## src/rtl/fetch_queue_pkg.sv

```systemverilog
`default_nettype none
// ============================================================================
// Module      : fetch_queue_pkg
// Description : Shared front-end definitions: fetch FSM state encoding, the
//               sequential PC increment, and basic opcode / ALU encodings.
// Revision    : 1.0 - initial release
// ============================================================================
package fetch_queue_pkg;

  // Fetch sequencer states; the value 2'd3 is unused and recovers to IDLE.
  typedef enum logic [1:0] {
    FQ_IDLE = 2'd0,  // no request outstanding
    FQ_WAIT = 2'd1,  // one request outstanding, response will be queued
    FQ_DROP = 2'd2   // one request outstanding, response will be discarded
  } fq_state_e;

  // Byte distance between consecutive sequential fetches.
  localparam int unsigned FQ_PC_INC = 4;

  // Major opcodes seen by decode.
  typedef enum logic [6:0] {
    OPC_LOAD   = 7'b0000011,
    OPC_OP_IMM = 7'b0010011,
    OPC_STORE  = 7'b0100011,
    OPC_OP     = 7'b0110011,
    OPC_BRANCH = 7'b1100011,
    OPC_JAL    = 7'b1101111
  } opcode_e;

  // ALU operation select.
  typedef enum logic [3:0] {
    ALU_ADD = 4'd0,
    ALU_SUB = 4'd1,
    ALU_AND = 4'd2,
    ALU_OR  = 4'd3,
    ALU_XOR = 4'd4,
    ALU_SLL = 4'd5,
    ALU_SRL = 4'd6,
    ALU_SRA = 4'd7
  } alu_op_e;

endpackage : fetch_queue_pkg
`default_nettype wire

```

## src/rtl/fq_ring_buffer.sv

```systemverilog
`default_nettype none
// ============================================================================
// Module      : fq_ring_buffer
// Description : Circular entry store with head/tail pointers and occupancy
//               count. Push and pop arrive pre-qualified by the owner; clear
//               empties the buffer and overrides any same-cycle push/pop.
// Revision    : 1.0 - initial release
// ============================================================================
module fq_ring_buffer #(
  parameter int unsigned WIDTH = 64,
  parameter int unsigned DEPTH = 4
) (
  input  logic                     clk_i,
  input  logic                     rst_i,
  input  logic                     clear_i,
  input  logic                     push_i,
  input  logic [WIDTH-1:0]         data_i,
  input  logic                     pop_i,
  output logic [WIDTH-1:0]         data_o,
  output logic [$clog2(DEPTH):0]   count_o
);

  localparam int unsigned AW = $clog2(DEPTH);
  localparam int unsigned CW = AW + 1;

  logic [WIDTH-1:0] mem_q [DEPTH];
  logic [AW-1:0]    head_q;
  logic [AW-1:0]    tail_q;
  logic [CW-1:0]    count_q;

  // Pointer and occupancy bookkeeping; DEPTH is a power of two so the
  // pointers wrap naturally.
  always_ff @(posedge clk_i) begin
    if (rst_i || clear_i) begin
      head_q  <= '0;
      tail_q  <= '0;
      count_q <= '0;
    end else begin
      if (push_i) tail_q <= tail_q + AW'(1);
      if (pop_i)  head_q <= head_q + AW'(1);
      case ({push_i, pop_i})
        2'b10:   count_q <= count_q + CW'(1);
        2'b01:   count_q <= count_q - CW'(1);
        default: count_q <= count_q;
      endcase
    end
  end

  // Entry storage carries no reset; contents are meaningless while empty.
  always_ff @(posedge clk_i) begin
    if (push_i && !clear_i) begin
      mem_q[tail_q] <= data_i;
    end
  end

  assign data_o  = mem_q[head_q];
  assign count_o = count_q;

endmodule : fq_ring_buffer
`default_nettype wire

```

## src/rtl/fetch_queue.sv

```systemverilog
`default_nettype none
// ============================================================================
// Module      : fetch_queue
// Description : Instruction fetch sequencer with a small decoupling queue.
//               Issues one memory request at a time, queues responses with
//               their PC, and supports redirect (flush) at any time.
// Revision    : 1.0 - initial release
// ============================================================================
module fetch_queue
  import fetch_queue_pkg::*;
#(
  parameter int unsigned          IWIDTH   = 32,
  parameter int unsigned          PC_WIDTH = 32,
  parameter int unsigned          DEPTH    = 4,
  parameter logic [PC_WIDTH-1:0]  RESET_PC = '0
) (
  input  logic                    fq_clk,
  input  logic                    fq_rst,
  input  logic                    fq_i_ce,
  input  logic                    fq_i_flush,
  input  logic [PC_WIDTH-1:0]     fq_i_flush_pc,
  output logic                    fq_o_req,
  output logic [PC_WIDTH-1:0]     fq_o_addr,
  input  logic                    fq_i_ack,
  input  logic [IWIDTH-1:0]       fq_i_instr,
  output logic                    fq_o_valid,
  output logic [IWIDTH-1:0]       fq_o_instr,
  output logic [PC_WIDTH-1:0]     fq_o_pc,
  input  logic                    fq_i_stall,
  output logic [$clog2(DEPTH):0]  fq_o_count
);

  localparam int unsigned CW = $clog2(DEPTH) + 1;
  localparam int unsigned EW = IWIDTH + PC_WIDTH;

  fq_state_e              state_q;
  logic [PC_WIDTH-1:0]    pc_q;
  logic [PC_WIDTH-1:0]    addr_q;
  logic                   req_q;

  logic [CW-1:0]          w_count;
  logic [EW-1:0]          w_head;
  logic                   w_has_room;
  logic                   w_push;
  logic                   w_pop;

  // A slot is reserved at request time, so a later push can never overflow.
  assign w_has_room = (w_count < CW'(DEPTH));
  assign w_push     = (state_q == FQ_WAIT) && fq_i_ack && !fq_i_flush;
  assign w_pop      = (w_count != '0) && !fq_i_stall && !fq_i_flush;

  // Fetch sequencer: request issue, response acceptance and redirect.
  always_ff @(posedge fq_clk) begin
    if (fq_rst) begin
      state_q <= FQ_IDLE;
      pc_q    <= RESET_PC;
      addr_q  <= RESET_PC;
      req_q   <= 1'b0;
    end else begin
      req_q <= 1'b0;
      if (fq_i_flush) begin
        pc_q <= fq_i_flush_pc;
        // An in-flight response must be discarded; if it lands in the flush
        // cycle itself nothing remains outstanding, so return to IDLE.
        unique case (state_q)
          FQ_WAIT: state_q <= fq_i_ack ? FQ_IDLE : FQ_DROP;
          FQ_DROP: state_q <= fq_i_ack ? FQ_IDLE : FQ_DROP;
          default: state_q <= FQ_IDLE;
        endcase
      end else begin
        unique case (state_q)
          FQ_IDLE: begin
            if (fq_i_ce && w_has_room) begin
              req_q   <= 1'b1;
              addr_q  <= pc_q;
              state_q <= FQ_WAIT;
            end
          end
          FQ_WAIT: begin
            if (fq_i_ack) begin
              pc_q    <= pc_q + PC_WIDTH'(FQ_PC_INC);
              state_q <= FQ_IDLE;
            end
          end
          FQ_DROP: begin
            if (fq_i_ack) state_q <= FQ_IDLE;
          end
          default: state_q <= FQ_IDLE;
        endcase
      end
    end
  end

  fq_ring_buffer #(
    .WIDTH (EW),
    .DEPTH (DEPTH)
  ) u_ring (
    .clk_i   (fq_clk),
    .rst_i   (fq_rst),
    .clear_i (fq_i_flush),
    .push_i  (w_push),
    .data_i  ({fq_i_instr, addr_q}),
    .pop_i   (w_pop),
    .data_o  (w_head),
    .count_o (w_count)
  );

  assign fq_o_req   = req_q;
  assign fq_o_addr  = addr_q;
  assign fq_o_valid = (w_count != '0);
  assign fq_o_instr = w_head[EW-1:PC_WIDTH];
  assign fq_o_pc    = w_head[PC_WIDTH-1:0];
  assign fq_o_count = w_count;

endmodule : fetch_queue
`default_nettype wire
```

## config.mk

```make
export PLATFORM = sky130hd
export DESIGN_NAME = fetch_queue
export DESIGN_NICKNAME = d
export VERILOG_FILES = /design/src/rtl/fetch_queue_pkg.sv /design/src/rtl/fq_ring_buffer.sv /design/src/rtl/fetch_queue.sv
export SDC_FILE = /design/constraint.sdc
export NUM_CORES = 1
export LEC_CHECK = 0
export BUFFER_PORTS_ARGS = -buffer_cell sky130_fd_sc_hd__buf_4
export CAP_MARGIN = 20
export CORE_AREA = 2 2 227 229
export CTS_CLUSTER_SIZE = 20
export DETAILED_ROUTE_END_ITERATION = 16
export DIE_AREA = 0 0 229 231
export PLACE_DENSITY = 0.48
export SYNTH_ARGS = -nofsm -noshare
export SYNTH_HDL_FRONTEND = slang
export SYNTH_HIERARCHICAL = 1
export SYNTH_SLANG_ARGS = --single-unit
```

## constraint.sdc

```tcl
create_clock -name fq_clk -period 4.07 [get_ports fq_clk]
set_clock_uncertainty 0.05 [all_clocks]
set_input_delay 0.2035 -clock fq_clk [delete_from_list [all_inputs] [get_ports fq_clk]]
set_output_delay 0.2035 -clock fq_clk [all_outputs]
set_load 0.02 [all_outputs]
```

==> impl_metrics.csv, run 1 <==
group,metric,value,unit
run_status,status,"complete, no violations",
grt,number_of_global_route_vias_before_repair,7719,
clock_tree,cts_buffers,38,
timing,min_period,3.050,ns
logic_synthesis,synthCells,792,
floorplanning,floorplan.die_area,0.05290,sq mm
layout,finalCoreUtilization,33.13,%
floorplanning,ios,171,
min_path,hold_class,"in -> reg",
floorplanning,floorplan.initialDensity,25.60,%
logic_synthesis,yosysUniqueCellTypes,54,
logic_synthesis,synth-async-reset-ratio,0,%
min_path,worstHoldStart,"fq_i_flush_pc[18]",
timing,final.period_utilization,74.93,%
clock_tree,worstSkewPairLatency,0.52,ns
floorplanning,die_h,231,microns
clock_tree,holdBufCountCts,59,
grt,grt_antenna_before_repair,0,
logic_synthesis,synth_area,0.01297,sq mm
setup_path,critical_path.startpoint,"state_q[1]$_SDFFE_PP0P_",
logic_synthesis,synth_area_leaders,"sky130_fd_sc_hd__edfxtp_1 (59%), sky130_fd_sc_hd__dfxtp_1 (12%), sky130_fd_sc_hd__mux4_2 (10%), sky130_fd_sc_hd__nand2_1 (2.4%), sky130_fd_sc_hd__a21oi_1 (1.7%)",
grt,wire_length_of_the_first_global_routing_pass,49700,microns
placement,port_bufs,170,
floorplanning,standard_cell_core_area,0.05068,sq mm
setup_path,worstReg2RegStart,"state_q[1]$_SDFFE_PP0P_",
setup_path,critical_path_arrival,3.21,ns
routing,drt.antenna.violating_nets,0,
layout,final_cells,1739,
layout,final-seq-area,0.009216,sq mm
layout,count_of_fill_cells_added_during_filler_insertion,5026,
logic_synthesis,post_synthesis_area_per_instance,16.38,sq um
job,maxCapViolations,0,
logic_synthesis,synth_top_area_cell,"sky130_fd_sc_hd__edfxtp_1",
timing,slew_headroom,28.64,%
placement,gpl.final_weighted_congestion,0.7469,
clock_tree,htreeDepth,2,
routing,vias_per_cell,4.425,
setup_path,critical_path_required,4.23,ns
routing,wl_per_cell,19.01,microns
logic_synthesis,synth_enable_flop_cells,256,
layout,num_antenna_cells,0,
timing,max_slew.worst_pin.slew,1.070,ns
timing,setup_total_negative_slack,0,ns
setup_path,launching_element_type_of_the_critical_path,"register",
layout,syn_to_final_growth,29.41,%
pwr,power-per-cell-area,434.6,mW/mm^2
timing,number_of_hold_slack_violations_in_the_final_timing_report,0,
timing,slew_violations,0,
layout,final_net_count,1108,
logic_synthesis,post_synth_most_frequent_cells,"sky130_fd_sc_hd__edfxtp_1 (256), sky130_fd_sc_hd__nand2_1 (83), sky130_fd_sc_hd__dfxtp_1 (76)",
timing,setup_violations,0,
placement,cell_count_after_placement,1610,
pwr,power,7297,uW
routing,first_iter_violations,560,
grt,grt_max_degree,71,
timing,fmax,327.9,MHz
logic_synthesis,flip_flop_and_latch_count_after_synthesis,332,
clock_tree,cts.reportedPaths.clkPinSlew,0.06,ns
clock_tree,clk_path_buf_depth,3,
floorplanning,die_x_extent,229,microns
pwr,ir_drop,264.6,uV
routing,route.detailed.drc,0,
logic_synthesis,synth.yosys.seq_area_share,70.97,%
logic_synthesis,post-synth-top-count-cell,"sky130_fd_sc_hd__edfxtp_1",
routing,dr.pass1.iters,5,
logic_synthesis,yosysWarnings,6,
routing,wl,33060,microns
floorplanning,std_cell_rows,83,
logic_synthesis,ys.flop_type,"sky130_fd_sc_hd__edfxtp_1",
setup_path,timing_worst_setup_path_type,"reg -> reg",
setup_path,critical_path_peak_fanout,35,
clock_tree,post_cts_repair_setup_buffers,0,
clock_tree,cts.root.buffer_cell,"sky130_fd_sc_hd__clkbuf_16",
placement,dp.final_hpwl,21340,microns
logic_synthesis,mappedNetlistNets,871,
routing,vias,7695,
timing,rsz0062_at_grt,"no",
layout,total_area_of_multi_input_combinational_cells,0.003437,sq mm
grt,globalRoute.totalOverflow,0,
clock_tree,clock_sink_count,332,
setup_path,worst_setup_path_end_kind,"register",
logic_synthesis,netlist.area_leader.share,59.25,%
pwr,power.static_leakage,0.005835,uW
clock_tree,cts-resized-gates,0,
grt,grt_usage,12.40,%
clock_tree,tritoncts,"yes",
layout,drive_above_1_share,29.08,%
## per-layer routing
layer	GRT usage (%)	share of wire, %	wire length [microns]
met5	0	0	0
met4	3.145	2.0	651
met3	2.174	4.5	1500
met2	20.00	47	15590
met1	17.30	46	15320
## layout make-up
cell class                      count  share of cell area (%)
Multi-Input combinational cell    403                   20.47
Timing Repair Buffer              240                   11.98
Clock inverter                     25                   1.334
Inverter                           14                  0.3130
Sequential cell                   332                   54.89
Clock buffer                       45                   5.946
Tap cell                          680                   5.067
## flip-flops by register name, summed over array words and instances, names as in the netlist, named ones only
name	count
u_ring/count_o	3
u_ring/head_q	2
pc_q	32
fq_o_req	1
u_ring/tail_q	2
u_ring/mem_q	256
fq_o_addr	32
state_q	2
## kinds of logic after synthesis
logic type | after synthesis | share of synthesized area, %
AO/OA/AOI/OAI | 94 | 4.610
XOR/XNOR | 16 | 1.080
adder cells (fa/ha/maj) | 9 | 0.9258
buffers and inverters | 57 | 2.613
flip-flops | 332 | 70.97
multiplexers | 67 | 11.46
AND/OR/NAND/NOR | 217 | 8.341
## path summary, 6_finish.rpt
check | to | slack, ns | cells past startpoint
max reg2reg | u_ring/mem_q[3][15]$_DFFE_PP_ | 1.02 | 8
min reg2reg | fq_o_addr[1]$_SDFFE_PP0P_ | 0.41 | 2
min | pc_q[18]$_SDFFE_PP0P_ | 0.04 | 3
max | u_ring/mem_q[3][15]$_DFFE_PP_ | 1.02 | 8
## worst max-delay path, cell delays in order (launching register included)
cell and delay, ns:
sky130_fd_sc_hd__dfxtp_1 0.32, sky130_fd_sc_hd__inv_1 0.08, sky130_fd_sc_hd__ha_1 0.22, sky130_fd_sc_hd__nand2_1 0.39, sky130_fd_sc_hd__nor2_1 0.37, sky130_fd_sc_hd__inv_1 0.17
sky130_fd_sc_hd__nor2_1 0.24, sky130_fd_sc_hd__and2_4 0.54, sky130_fd_sc_hd__buf_12 0.30
## stage by stage
stage                     area [sq um]  hold WS [ns]  worst slack [ns]
after floorplan                  12970        0.2524            0.6886
after CTS                        16790       0.01622            0.9979
after global routing             16790       0.06266            0.6985
after detailed placement         14980        0.3602             1.031
final                            16790       0.03571             1.020
after global placement           14980        0.3586             1.044
## cell usage in the layout (no fill, tap or decap), types with 5 or more instances in the layout
master and instances:
sky130_fd_sc_hd__edfxtp_1 256, sky130_fd_sc_hd__buf_4 176, sky130_fd_sc_hd__nand2_1 83, sky130_fd_sc_hd__dfxtp_1 74
sky130_fd_sc_hd__mux4_2 60, sky130_fd_sc_hd__dlygate4sd3_1 59, sky130_fd_sc_hd__a21oi_1 45, sky130_fd_sc_hd__nor2_1 43
sky130_fd_sc_hd__clkbuf_16 39, sky130_fd_sc_hd__nand3_1 16, sky130_fd_sc_hd__inv_1 14, sky130_fd_sc_hd__nand4_1 14
sky130_fd_sc_hd__and3_1 11, sky130_fd_sc_hd__a211oi_1 10, sky130_fd_sc_hd__a311oi_1 9, sky130_fd_sc_hd__xor2_1 9
sky130_fd_sc_hd__ha_1 8, sky130_fd_sc_hd__clkinv_1 8, sky130_fd_sc_hd__or4_1 7, sky130_fd_sc_hd__xnor2_1 7
sky130_fd_sc_hd__clkinv_2 7, sky130_fd_sc_hd__and4_1 6, sky130_fd_sc_hd__o211ai_1 6, sky130_fd_sc_hd__o21ai_0 6
sky130_fd_sc_hd__clkbuf_1 6, sky130_fd_sc_hd__nor3_1 5, sky130_fd_sc_hd__and2_1 5, sky130_fd_sc_hd__buf_12 5
## power breakdown
group	leakage [uW]	internal, uW	switching (uW)
clock network	0.000589	1960	1350
registers	0.00316	3670	54.2
logic	0.00209	136	138
total	0.00584	5760	1540
No activity file was read; power rests on OpenSTA's default activity.
==> run 2, diff against run 1 <==
==> constraint.sdc (replaced) <==
create_clock -name fq_clk -period 3.1 [get_ports fq_clk]
set_clock_uncertainty 0.05 [all_clocks]
set_input_delay 0.155 -clock fq_clk [delete_from_list [all_inputs] [get_ports fq_clk]]
set_output_delay 0.155 -clock fq_clk [all_outputs]
set_load 0.02 [all_outputs]
==> impl_metrics.csv, run 2 (synthesis gave the netlist of run 1 again) <==
group,metric,value,unit
run_status,status,"complete, no violations",
grt,grt_max_degree,71,
routing,vias,7740,
clock_tree,cts-resized-gates,0,
setup_path,path_cells,"buf_4 > mux4_2 > buf_4",
setup_path,worst_setup_path_end_kind,"primary output",
layout,drive_above_1_share,29.54,%
routing,route.detailed.drc,0,
setup_path,timing_worst_setup_path_type,"reg -> out",
routing,vias_per_cell,4.415,
timing,setup_violations,0,
setup_path,cpLargestDelayFamily,"flip-flops",
grt,grt_antenna_before_repair,0,
clock_tree,worstSkewPairLatency,0.54,ns
floorplanning,ios,171,
pwr,power.internal,7469,uW
floorplanning,floorplan.die_area,0.05290,sq mm
grt,grt_usage,12.65,%
layout,most_frequent_standard_cell_in_the_layout_excluding_fill_and_tap_cells,"sky130_fd_sc_hd__edfxtp_1",
layout,syn_to_final_growth,30.57,%
floorplanning,floorplan.initialDensity,25.60,%
clock_tree,tritoncts,"yes",
placement,worst_slack_at_placement,0.5940,ns
layout,final_net_count,1125,
clock_tree,cts.reportedPaths.clkPinSlew,0.06,ns
layout,num_antenna_cells,0,
timing,hold-worst-slack,0.004576,ns
placement,port_bufs,170,
placement,gpl.final_weighted_congestion,0.7716,
layout,most-common-layout-cells,"sky130_fd_sc_hd__edfxtp_1 (256), sky130_fd_sc_hd__buf_4 (183), sky130_fd_sc_hd__nand2_1 (83), sky130_fd_sc_hd__dfxtp_1 (74), sky130_fd_sc_hd__dlygate4sd3_1 (65)",
timing,fmax,393.9,MHz
job,maxCapViolations,0,
routing,wl,33770,microns
timing,number_of_hold_slack_violations_in_the_final_timing_report,0,
pwr,power-per-cell-area,558.7,mW/mm^2
floorplanning,std_cell_rows,83,
setup_path,critical_path_required,2.89,ns
placement,dp.final_hpwl,22640,microns
routing,drt.antenna.violating_nets,0,
grt,globalRoute.totalOverflow,0,
grt,wire_length_of_the_first_global_routing_pass,50430,microns
clock_tree,htreeDepth,2,
pwr,net-switching-power,1996,uW
setup_path,most_frequent_cp_cell,"sky130_fd_sc_hd__buf_4",
setup_path,critPathMaxStageDelay,0.63,ns
clock_tree,cts.root.buffer_cell,"sky130_fd_sc_hd__clkbuf_16",
timing,max_slew.worst_pin.slew,0.9537,ns
layout,flip_flop_count_of_the_largest_register_all_copies_and_words_added,256,
clock_tree,clk_path_buf_depth,3,
setup_path,launching_element_type_of_the_critical_path,"register",
timing,slew_violations,0,
timing,slew_headroom,35.50,%
timing,setup_total_negative_slack,0,ns
setup_path,critical_path_peak_fanout,20,
min_path,hold_class,"in -> reg",
setup_path,critical_path_arrival,2.33,ns
clock_tree,cts_buffers,38,
timing,min_period,2.539,ns
pwr,ir_drop,304.4,uV
timing,fin_ws,0.5612,ns
timing,rsz0062_at_grt,"no",
setup_path,crit_buf_inv,2,
routing,dr.pass1.iters,5,
pwr,power_switching_share,21.09,%
layout,register_with_the_most_flip_flops,"u_ring/mem_q",
grt,number_of_global_route_vias_before_repair,7950,
routing,wl_per_cell,19.27,microns
timing,final.period_utilization,81.90,%
floorplanning,die_h,231,microns
pwr,pwr-share-clk,44.5,%
clock_tree,clock_sink_count,332,
routing,first_iter_violations,498,
setup_path,cp_slowest_cell,"sky130_fd_sc_hd__dfxtp_4",
floorplanning,standard_cell_core_area,0.05068,sq mm
pwr,seq_power_share,51.6,%
pwr,power.static_leakage,0.005920,uW
floorplanning,die_x_extent,229,microns
pwr,combinational_fraction_of_design_power,3.9,%
[run 2: cell types whose count changed in the layout (fill, tap and decap cells not counted), moves of 2 or more]
cell and delta:
sky130_fd_sc_hd__buf_12 +4, sky130_fd_sc_hd__buf_4 +7, sky130_fd_sc_hd__bufinv_16 -2, sky130_fd_sc_hd__clkbuf_1 -3, sky130_fd_sc_hd__clkbuf_16 +2, sky130_fd_sc_hd__clkinv_1 +3
sky130_fd_sc_hd__clkinv_8 -2, sky130_fd_sc_hd__clkinvlp_4 -2, sky130_fd_sc_hd__dlygate4sd3_1 +6
[run 2: timing repair]
| item | 4_1_cts | 5_1_grt |
|---|---|---|
| hold endpoints to repair | 160 | 0 |
| setup buffers | 0 | 0 |
| hold buffers | 65 | 0 |
[run 2: path summary, 6_finish.rpt]
check	cells past startpoint	end	slack [ns]	from
worst max-delay path	3	fq_o_pc[19]	0.56	register
worst min-delay path	5	pc_q[29]$_SDFFE_PP0P_	0.005	fq_i_flush_pc[29]
worst min register to register	2	fq_o_addr[0]$_SDFFE_PP0P_	0.43	pc_q[0]$_SDFFE_PP0P_
worst max register to register	8	u_ring/mem_q[2][49]$_DFFE_PP_	0.61	state_q[1]$_SDFFE_PP0P_
[run 2: power groups by stage]
stage / combinational (uW) / sequential, uW / clock (uW)
2_1_floorplan: 127 / 4970 / 0
3_3_place_gp: 304 / 4980 / 0
3_5_place_dp: 307 / 4980 / 0
4_1_cts: 375 / 4880 / 4350
5_1_grt: 403 / 4890 / 4530
6_report: 367 / 4880 / 4210
[run 2: final cells by class]
type                            count  area, sq um
Fill cell                        5009        33740
Clock inverter                     23        136.4
Inverter                           14        52.55
Clock buffer                       44         1037
Tap cell                          680        850.8
Sequential cell                   332         9216
Timing Repair Buffer              257         2205
Multi-Input combinational cell    403         3443
[run 2: per-stage QoR]
step / utilization (%) / cell area, sq um / power [uW] / cells
finish: 33.43 / 16940 / 9465 / 1753
global route: 33.43 / 16940 / 9824 / 1753
CTS: 33.43 / 16940 / 9606 / 1753
detailed placement: 29.83 / 15120 / 5286 / 1621
global placement: 29.83 / 15120 / 5282 / 1621
floorplan: - / 12980 / 5093 / 792
[run 2: routing by layer]
metal  GRT usage [%]  vias up  routed length [microns]
li1                -     3626                        -
met1           17.15     3875                    15550
met2           20.61      192                    15980
met3           2.359       47                     1554
met4           3.835        0                      686
met5               0        -                        0
[run 2: worst min-delay path, cell delays in order]
cell and delay, ns:
sky130_fd_sc_hd__buf_4 0.11, sky130_fd_sc_hd__inv_1 0.09, sky130_fd_sc_hd__a21oi_1 0.08, sky130_fd_sc_hd__o31ai_1 0.07, sky130_fd_sc_hd__nor3_1 0.04
